==> config.mk <==
export PLATFORM = sky130hd
export DESIGN_NAME = cw_word_serializer
export DESIGN_NICKNAME = d
export VERILOG_FILES = /design/src/rtl/cw_pkg.sv /design/src/rtl/cw_bit_shifter.sv /design/src/rtl/cw_word_serializer.sv
export SDC_FILE = /design/constraint.sdc
export NUM_CORES = 1
export LEC_CHECK = 0
export BUFFER_PORTS_ARGS = -buffer_cell sky130_fd_sc_hd__buf_2
export CAP_MARGIN = 20
export CORE_ASPECT_RATIO = 1.5
export CORE_MARGIN = 4
export CORE_UTILIZATION = 62
export DETAILED_ROUTE_END_ITERATION = 10
export PLACE_DENSITY = 0.87
export SYNTH_ARGS = -nofsm -noshare
export SYNTH_HDL_FRONTEND = slang
export SYNTH_HIERARCHICAL = 1
export SYNTH_SLANG_ARGS = --single-unit
==> constraint.sdc <==
create_clock -name clk -period 4.12 [get_ports clk]
set_input_delay 0.824 -clock clk [delete_from_list [all_inputs] [get_ports clk]]
set_output_delay 0.824 -clock clk [all_outputs]
set_load 0.05 [all_outputs]
==> src/rtl/cw_pkg.sv <==
`default_nettype none
// ============================================================================
// Module      : cw_pkg
// Description : Shared types and constants for the constant-weight word
//               serializer: FSM state encoding, default code-set geometry
//               and a ceiling-log2 helper for sizing counters.
// Revision    : 1.0 - initial release
// ============================================================================
package cw_pkg;

  // Control FSM states, explicitly 2 bits wide
  typedef enum logic [1:0] {
    ST_IDLE  = 2'd0,
    ST_LOAD  = 2'd1,
    ST_SHIFT = 2'd2,
    ST_DONE  = 2'd3
  } cw_state_e;

  // Default geometry of the 10-bit / 38-word code set
  localparam int C_CW10_WORD_W = 10;
  localparam int C_CW10_DEPTH  = 38;

  // Ceiling log2; returns 0 for values of 0 or 1
  function automatic int clog2(input int value);
    int res;
    res = 0;
    for (int i = 0; i < 31; i++) begin
      if ((1 << i) < value) begin
        res = i + 1;
      end
    end
    return res;
  endfunction

endpackage
`default_nettype wire

==> src/rtl/cw_bit_shifter.sv <==
`default_nettype none
// ============================================================================
// Module      : cw_bit_shifter
// Description : Loads one word plus its significant length, then presents its
//               bits one at a time under a valid/ready handshake, LSB first or
//               MSB first. Holds the current bit while the consumer stalls and
//               flags the acceptance of the final bit of the word.
// Revision    : 1.0 - initial release
// ============================================================================
module cw_bit_shifter #(
  parameter int WORD_W    = 10,
  parameter int LEN_W     = 4,
  parameter int MSB_FIRST = 0
) (
  input  logic              clk,
  input  logic              rst,
  input  logic              load,
  input  logic [WORD_W-1:0] load_data,
  input  logic [LEN_W-1:0]  load_len,
  input  logic              bit_rdy,
  output logic              bit_out,
  output logic              bit_vld,
  output logic              word_last
);

  logic [WORD_W-1:0] sreg_q, sreg_d;
  logic [LEN_W-1:0]  cnt_q, cnt_d;
  logic              vld_q, vld_d;

  logic [WORD_W-1:0] w_load_img;
  logic [WORD_W-1:0] w_shifted;
  logic              w_accept;

  assign w_accept  = vld_q & bit_rdy;
  assign word_last = w_accept && (cnt_q == LEN_W'(1));
  assign bit_vld   = vld_q;

  generate
    if (MSB_FIRST != 0) begin : g_msb
      // Left-align the significant bits so the next bit always sits at the top
      localparam logic [LEN_W-1:0] C_MAX_LEN = LEN_W'(WORD_W);
      logic [LEN_W-1:0] w_pad;
      assign w_pad      = C_MAX_LEN - load_len;
      assign w_load_img = load_data << w_pad;
      assign w_shifted  = sreg_q << 1;
      assign bit_out    = sreg_q[WORD_W-1];
    end else begin : g_lsb
      assign w_load_img = load_data;
      assign w_shifted  = sreg_q >> 1;
      assign bit_out    = sreg_q[0];
    end
  endgenerate

  // Next-state: load a fresh word, or advance one bit on an accepted handshake
  always_comb begin
    sreg_d = sreg_q;
    cnt_d  = cnt_q;
    vld_d  = vld_q;
    if (load) begin
      sreg_d = w_load_img;
      cnt_d  = load_len;
      vld_d  = (load_len != '0);
    end else if (w_accept) begin
      sreg_d = w_shifted;
      cnt_d  = cnt_q - LEN_W'(1);
      if (cnt_q == LEN_W'(1)) begin
        vld_d = 1'b0;
      end
    end
  end

  // Shift register, bit counter and valid flag
  always_ff @(posedge clk) begin
    if (rst) begin
      sreg_q <= '0;
      cnt_q  <= '0;
      vld_q  <= 1'b0;
    end else begin
      sreg_q <= sreg_d;
      cnt_q  <= cnt_d;
      vld_q  <= vld_d;
    end
  end

endmodule
`default_nettype wire

==> src/rtl/cw_word_serializer.sv <==
`default_nettype none
// ============================================================================
// Module      : cw_word_serializer
// Description : Buffers up to DEPTH words, each with its own significant bit
//               length, and on start streams the concatenated significant
//               bits out through a valid/ready handshake, pulsing msg_done
//               once the last bit has been accepted.
// Revision    : 1.0 - initial release
// ============================================================================
module cw_word_serializer
  import cw_pkg::*;
#(
  parameter int WORD_W    = C_CW10_WORD_W,
  parameter int DEPTH     = C_CW10_DEPTH,
  parameter int LEN_W     = 4,
  parameter int MSB_FIRST = 0
) (
  input  logic                      clk,
  input  logic                      rst,
  input  logic                      wr_en,
  input  logic [WORD_W-1:0]         wr_data,
  input  logic [LEN_W-1:0]          wr_len,
  input  logic                      start,
  output logic                      bit_out,
  output logic                      bit_vld,
  input  logic                      bit_rdy,
  output logic                      busy,
  output logic                      full,
  output logic [clog2(DEPTH+1)-1:0] word_cnt,
  output logic                      msg_done,
  output logic                      wr_err
);

  localparam int CNT_W = clog2(DEPTH + 1);
  localparam int IDX_W = (DEPTH > 1) ? clog2(DEPTH) : 1;
  localparam logic [LEN_W-1:0] C_MAX_LEN = LEN_W'(WORD_W);
  localparam logic [CNT_W-1:0] C_DEPTH   = CNT_W'(DEPTH);

  cw_state_e         state_q, state_d;
  logic [CNT_W-1:0]  word_cnt_q, word_cnt_d;
  logic [CNT_W-1:0]  rd_idx_q, rd_idx_d;
  logic              wr_err_q, wr_err_d;
  logic              start_pend_q, start_pend_d;

  logic [WORD_W-1:0] data_mem_q [DEPTH];
  logic [LEN_W-1:0]  len_mem_q  [DEPTH];

  logic              w_wr_commit;
  logic              w_shift_load;
  logic              w_word_last;
  logic              w_last_word;
  logic [LEN_W-1:0]  w_len_clamped;
  logic [IDX_W-1:0]  w_wr_idx;
  logic [IDX_W-1:0]  w_rd_idx;
  logic [WORD_W-1:0] w_rd_data;
  logic [LEN_W-1:0]  w_rd_len;

  assign w_len_clamped = (wr_len > C_MAX_LEN) ? C_MAX_LEN : wr_len;
  assign w_wr_idx      = word_cnt_q[IDX_W-1:0];
  assign w_rd_idx      = rd_idx_q[IDX_W-1:0];
  assign w_rd_data     = data_mem_q[w_rd_idx];
  assign w_rd_len      = len_mem_q[w_rd_idx];
  assign w_last_word   = (rd_idx_q == (word_cnt_q - CNT_W'(1)));

  assign busy     = (state_q != ST_IDLE);
  assign full     = (word_cnt_q == C_DEPTH);
  assign word_cnt = word_cnt_q;
  assign msg_done = (state_q == ST_DONE);
  assign wr_err   = wr_err_q;

  // Write acceptance, control FSM transitions and read-index sequencing
  always_comb begin
    state_d      = state_q;
    word_cnt_d   = word_cnt_q;
    rd_idx_d     = rd_idx_q;
    wr_err_d     = wr_err_q;
    start_pend_d = 1'b0;
    w_wr_commit  = 1'b0;
    w_shift_load = 1'b0;
    unique case (state_q)
      ST_IDLE: begin
        if (wr_en) begin
          // A start arriving with a write waits a cycle to see the new count
          start_pend_d = start | start_pend_q;
          if (full) begin
            wr_err_d = 1'b1;
          end else begin
            w_wr_commit = 1'b1;
            word_cnt_d  = word_cnt_q + CNT_W'(1);
          end
        end else if (start | start_pend_q) begin
          rd_idx_d = '0;
          state_d  = (word_cnt_q == '0) ? ST_DONE : ST_LOAD;
        end
      end
      ST_LOAD: begin
        if (w_rd_len == '0) begin
          if (w_last_word) begin
            state_d = ST_DONE;
          end else begin
            rd_idx_d = rd_idx_q + CNT_W'(1);
          end
        end else begin
          w_shift_load = 1'b1;
          state_d      = ST_SHIFT;
        end
      end
      ST_SHIFT: begin
        if (w_word_last) begin
          if (w_last_word) begin
            state_d = ST_DONE;
          end else begin
            rd_idx_d = rd_idx_q + CNT_W'(1);
            state_d  = ST_LOAD;
          end
        end
      end
      ST_DONE: begin
        word_cnt_d = '0;
        state_d    = ST_IDLE;
      end
      default: begin
        state_d = ST_IDLE;
      end
    endcase
    // Any write while a message is in flight is dropped and remembered
    if (wr_en && (state_q != ST_IDLE)) begin
      wr_err_d = 1'b1;
    end
  end

  // Control state, counters and sticky error
  always_ff @(posedge clk) begin
    if (rst) begin
      state_q      <= ST_IDLE;
      word_cnt_q   <= '0;
      rd_idx_q     <= '0;
      wr_err_q     <= 1'b0;
      start_pend_q <= 1'b0;
    end else begin
      state_q      <= state_d;
      word_cnt_q   <= word_cnt_d;
      rd_idx_q     <= rd_idx_d;
      wr_err_q     <= wr_err_d;
      start_pend_q <= start_pend_d;
    end
  end

  // Word buffer: contents are don't-care after reset, so no reset branch
  always_ff @(posedge clk) begin
    if (w_wr_commit) begin
      data_mem_q[w_wr_idx] <= wr_data;
      len_mem_q[w_wr_idx]  <= w_len_clamped;
    end
  end

  cw_bit_shifter #(
    .WORD_W    (WORD_W),
    .LEN_W     (LEN_W),
    .MSB_FIRST (MSB_FIRST)
  ) u_shifter (
    .clk       (clk),
    .rst       (rst),
    .load      (w_shift_load),
    .load_data (w_rd_data),
    .load_len  (w_rd_len),
    .bit_rdy   (bit_rdy),
    .bit_out   (bit_out),
    .bit_vld   (bit_vld),
    .word_last (w_word_last)
  );

endmodule
`default_nettype wire

==> flow_summary.json <==
{
  "cp_max_fo": 26,
  "synth_fp_nets": 1194,
  "crit_arrival_ns": 4.35,
  "power.leakage_uw": 0.007738,
  "vias": 12380,
  "die-area_sq_um": 39610,
  "grt_setup_unrepaired": "false",
  "syn_area_per_cell_sq_um": 19.41,
  "grt_first_pass_wirelength_microns": 81810,
  "drive_gt1_frac": 0.2333,
  "finalNetCount": 1265,
  "setup_viol": 0,
  "gp_congestion": 0.9371,
  "syn_area_sq_um": 22590,
  "hold_start": "wr_err$_SDFFE_PP0P_",
  "yosysTopAreaCell": "edfxtp_1",
  "start_util": 0.6284,
  "cts_setup_buffers": 0,
  "tns_ns": 0,
  "synth_cells": 1164,
  "area_growth_pct": 11.63,
  "wl_per_cell_microns": 31.09,
  "die-width_microns": 163.8,
  "startpoint_type": "register",
  "fmax_mhz": 254.5,
  "fillerInstances": 2044,
  "cts.repair.resized": 0,
  "power_density_nw_per_um2": 555.1,
  "slew_headroom": 0.3427,
  "hp-class": "register to register",
  "drt_iter0_markers": 1755,
  "ys_warn_count": 6,
  "overflow": 0,
  "drt_wl_total_microns": 54460,
  "yosys_most_used_dff": "edfxtp_1",
  "cts_tree": "yes",
  "finalHoldViolCount": 0,
  "vias_per_cell": 7.066,
  "required_ns": 4.54,
  "cts-root-buf": "clkbuf_16",
  "synth.distinct_cells": 57,
  "cts_max_level": 2,
  "final.setup_skew_ns": 0.01768,
  "ys_ff_latch": 569,
  "gr-usage-all-layers": 0.2802,
  "synth_area_leaders": "edfxtp_1 (71%), mux4_2 (12%), mux2i_1 (3.4%)",
  "synth_most_common_cell": "edfxtp_1",
  "cts_hold_buffers": 0,
  "slew_violations": 0,
  "reg2reg_slack_ns": 0.19,
  "drtAntennaViolNets": 0,
  "synth_edf_count": 532,
  "crit_path_end": "u_shifter/sreg_q[2]$_SDFFE_PP0P_",
  "io_buffers": 30,
  "worst_setup_path_end_kind": "register",
  "core_area_sq_um": 35950,
  "reg2reg_depth": 11,
  "antenna_found_initial": 3,
  "clk_pin_slew_worst_paths_ns": 0.07,
  "finalPower_uw": 14000,
  "min_period_ns": 3.929,
  "synth_top_cell_area_share": 0.7073,
  "clk_latency_ns": 0.57,
  "r2r_end": "u_shifter/sreg_q[2]$_SDFFE_PP0P_",
  "cts-buffers-inserted": 47,
  "synth_common_cells": "edfxtp_1 (532), mux4_2 (120), mux2i_1 (77)",
  "drc": 0,
  "grt_max_degree": 88,
  "status": "finished, final reports clean",
  "cts_sinks": 569,
  "crit_type": "register to register",
  "die_h_microns": 241.8,
  "dpl.hpwl_microns": 31660,
  "rows": 85,
  "synthArstFlopShare": 0,
  "first_global_vias": 12590,
  "firstDrtPassIters": 6,
  "tightest_slew_ns": 0.9849,
  "ios": 31,
  "clockBufferDepth": 3,
  "fin_crit_sh": 0.9535,
  "cap_violations": 0,
  "ir_drop_mv": 0.3700,
  "synth.yosys.seq_area_share": 0.7400
}
-- routing by layer --
layer	vias up	part of all wire	GRT usage	wire, microns
li1	4923	-	-	-
met1	6226	0.33	0.3500	18090
met2	993	0.53	0.4882	28690
met3	235	0.088	0.04872	4784
met4	2	0.053	0.1111	2882
met5	-	0.00024	0	13
-- critical path: stages, from the launching register on --
cell	delay, ns
dfxtp_4	0.53
buf_12	0.25
buf_4	0.20
mux2i_1	0.09
a22oi_1	0.18
a21oi_1	0.10
or4_1	0.52
o21ai_1	0.48
o41ai_4	0.12
inv_1	0.22
clkinvlp_4	0.49
a311oi_1	0.57
-- flip-flops by register name, summed over array words and instances (netlist names), named ones only --
register and cells:
u_shifter/cnt_q 4, start_pend_q 1, data_mem_q 380, wr_err 1
state_q 2, u_shifter/sreg_q 10, len_mem_q 152, rd_idx_q 6
u_shifter/bit_vld 1, word_cnt 6
-- logic make-up (layout without fill, tap and decap cells) --
family | Yosys count | count (layout) | synth area share
buffers and inverters | 78 | 187 | 0.01601
AO/OA/AOI/OAI | 133 | 133 | 0.04537
flip-flops | 569 | 569 | 0.7400
other | 0 | 1 | 0
AND/OR/NAND/NOR | 166 | 166 | 0.03484
XOR/XNOR | 10 | 10 | 0.003877
multiplexers | 197 | 197 | 0.1538
adder cells (fa/ha/maj) | 11 | 11 | 0.006093
-- stage by stage --
| step | instances | worst slack [ns] | area, sq um | util | hold WS (ns) |
|---|---|---|---|---|---|
| after floorplan | 1164 | 1.015 | 22590 | - | 0.4485 |
| after CTS | 1749 | 0.1362 | 25170 | 0.7003 | 0.4686 |
| after global placement | 1662 | 0.5376 | 23480 | 0.6532 | 0.4483 |
| after detailed placement | 1662 | 0.3143 | 23480 | 0.6532 | 0.4517 |
| final | 1752 | 0.1915 | 25210 | 0.7014 | 0.4646 |
| after global routing | 1751 | 0.09666 | 25210 | 0.7014 | 0.5011 |
-- worst min-delay path by stage --
stage	endpoint	slack, ns	depth (start not counted)
after floorplan	u_shifter/sreg_q[9]$_SDFFE_PP0P_	0.45	2
after global placement	wr_err$_SDFFE_PP0P_	0.45	2
after detailed placement	wr_err$_SDFFE_PP0P_	0.45	2
after CTS	wr_err$_SDFFE_PP0P_	0.47	2
after global routing	wr_err$_SDFFE_PP0P_	0.50	2
final	wr_err$_SDFFE_PP0P_	0.46	2
-- report_power, final --
group	switching, uW	internal, uW	leakage [uW]
Sequential	151	6480	0.00509
Combinational	1420	1080	0.00182
Clock	2000	2870	0.000830
Total	3570	10400	0.00774
-- cell usage in the layout, fill, tap and decap left out, types with 4 or more instances in the layout --
cell type,n
edfxtp_1,532
mux2i_1,77
bufinv_16,9
or3_1,6
clkinv_2,8
a311oi_1,10
ha_1,11
clkbuf_16,50
nor3_1,4
a21oi_1,21
a32o_1,12
nand2_1,34
o21ai_1,12
buf_2,30
nand2b_1,4
a221oi_1,6
o21ai_0,9
xnor2_1,4
inv_1,15
clkbuf_8,4
nor2_1,63
clkbuf_1,11
mux4_2,120
nand3_1,19
xor2_1,6
a22oi_1,15
nor2b_1,7
dfxtp_1,34
a22o_1,6
buf_4,48
o211ai_1,16
a211oi_1,5
-- area by class of cell --
cell class	count	area [sq um]	share of cell area
Clock buffer	65	1348	0.05344
Clock inverter	22	345.3	0.01370
Antenna cell	1	2.502	0.00009925
Timing Repair Buffer	84	611.8	0.02427
Sequential cell	569	16720	0.6633
Tap cell	478	598.1	0.02372
Multi-Input combinational cell	517	5520	0.2189
Inverter	16	63.81	0.002531
Power figures use the tool's default switching activity.
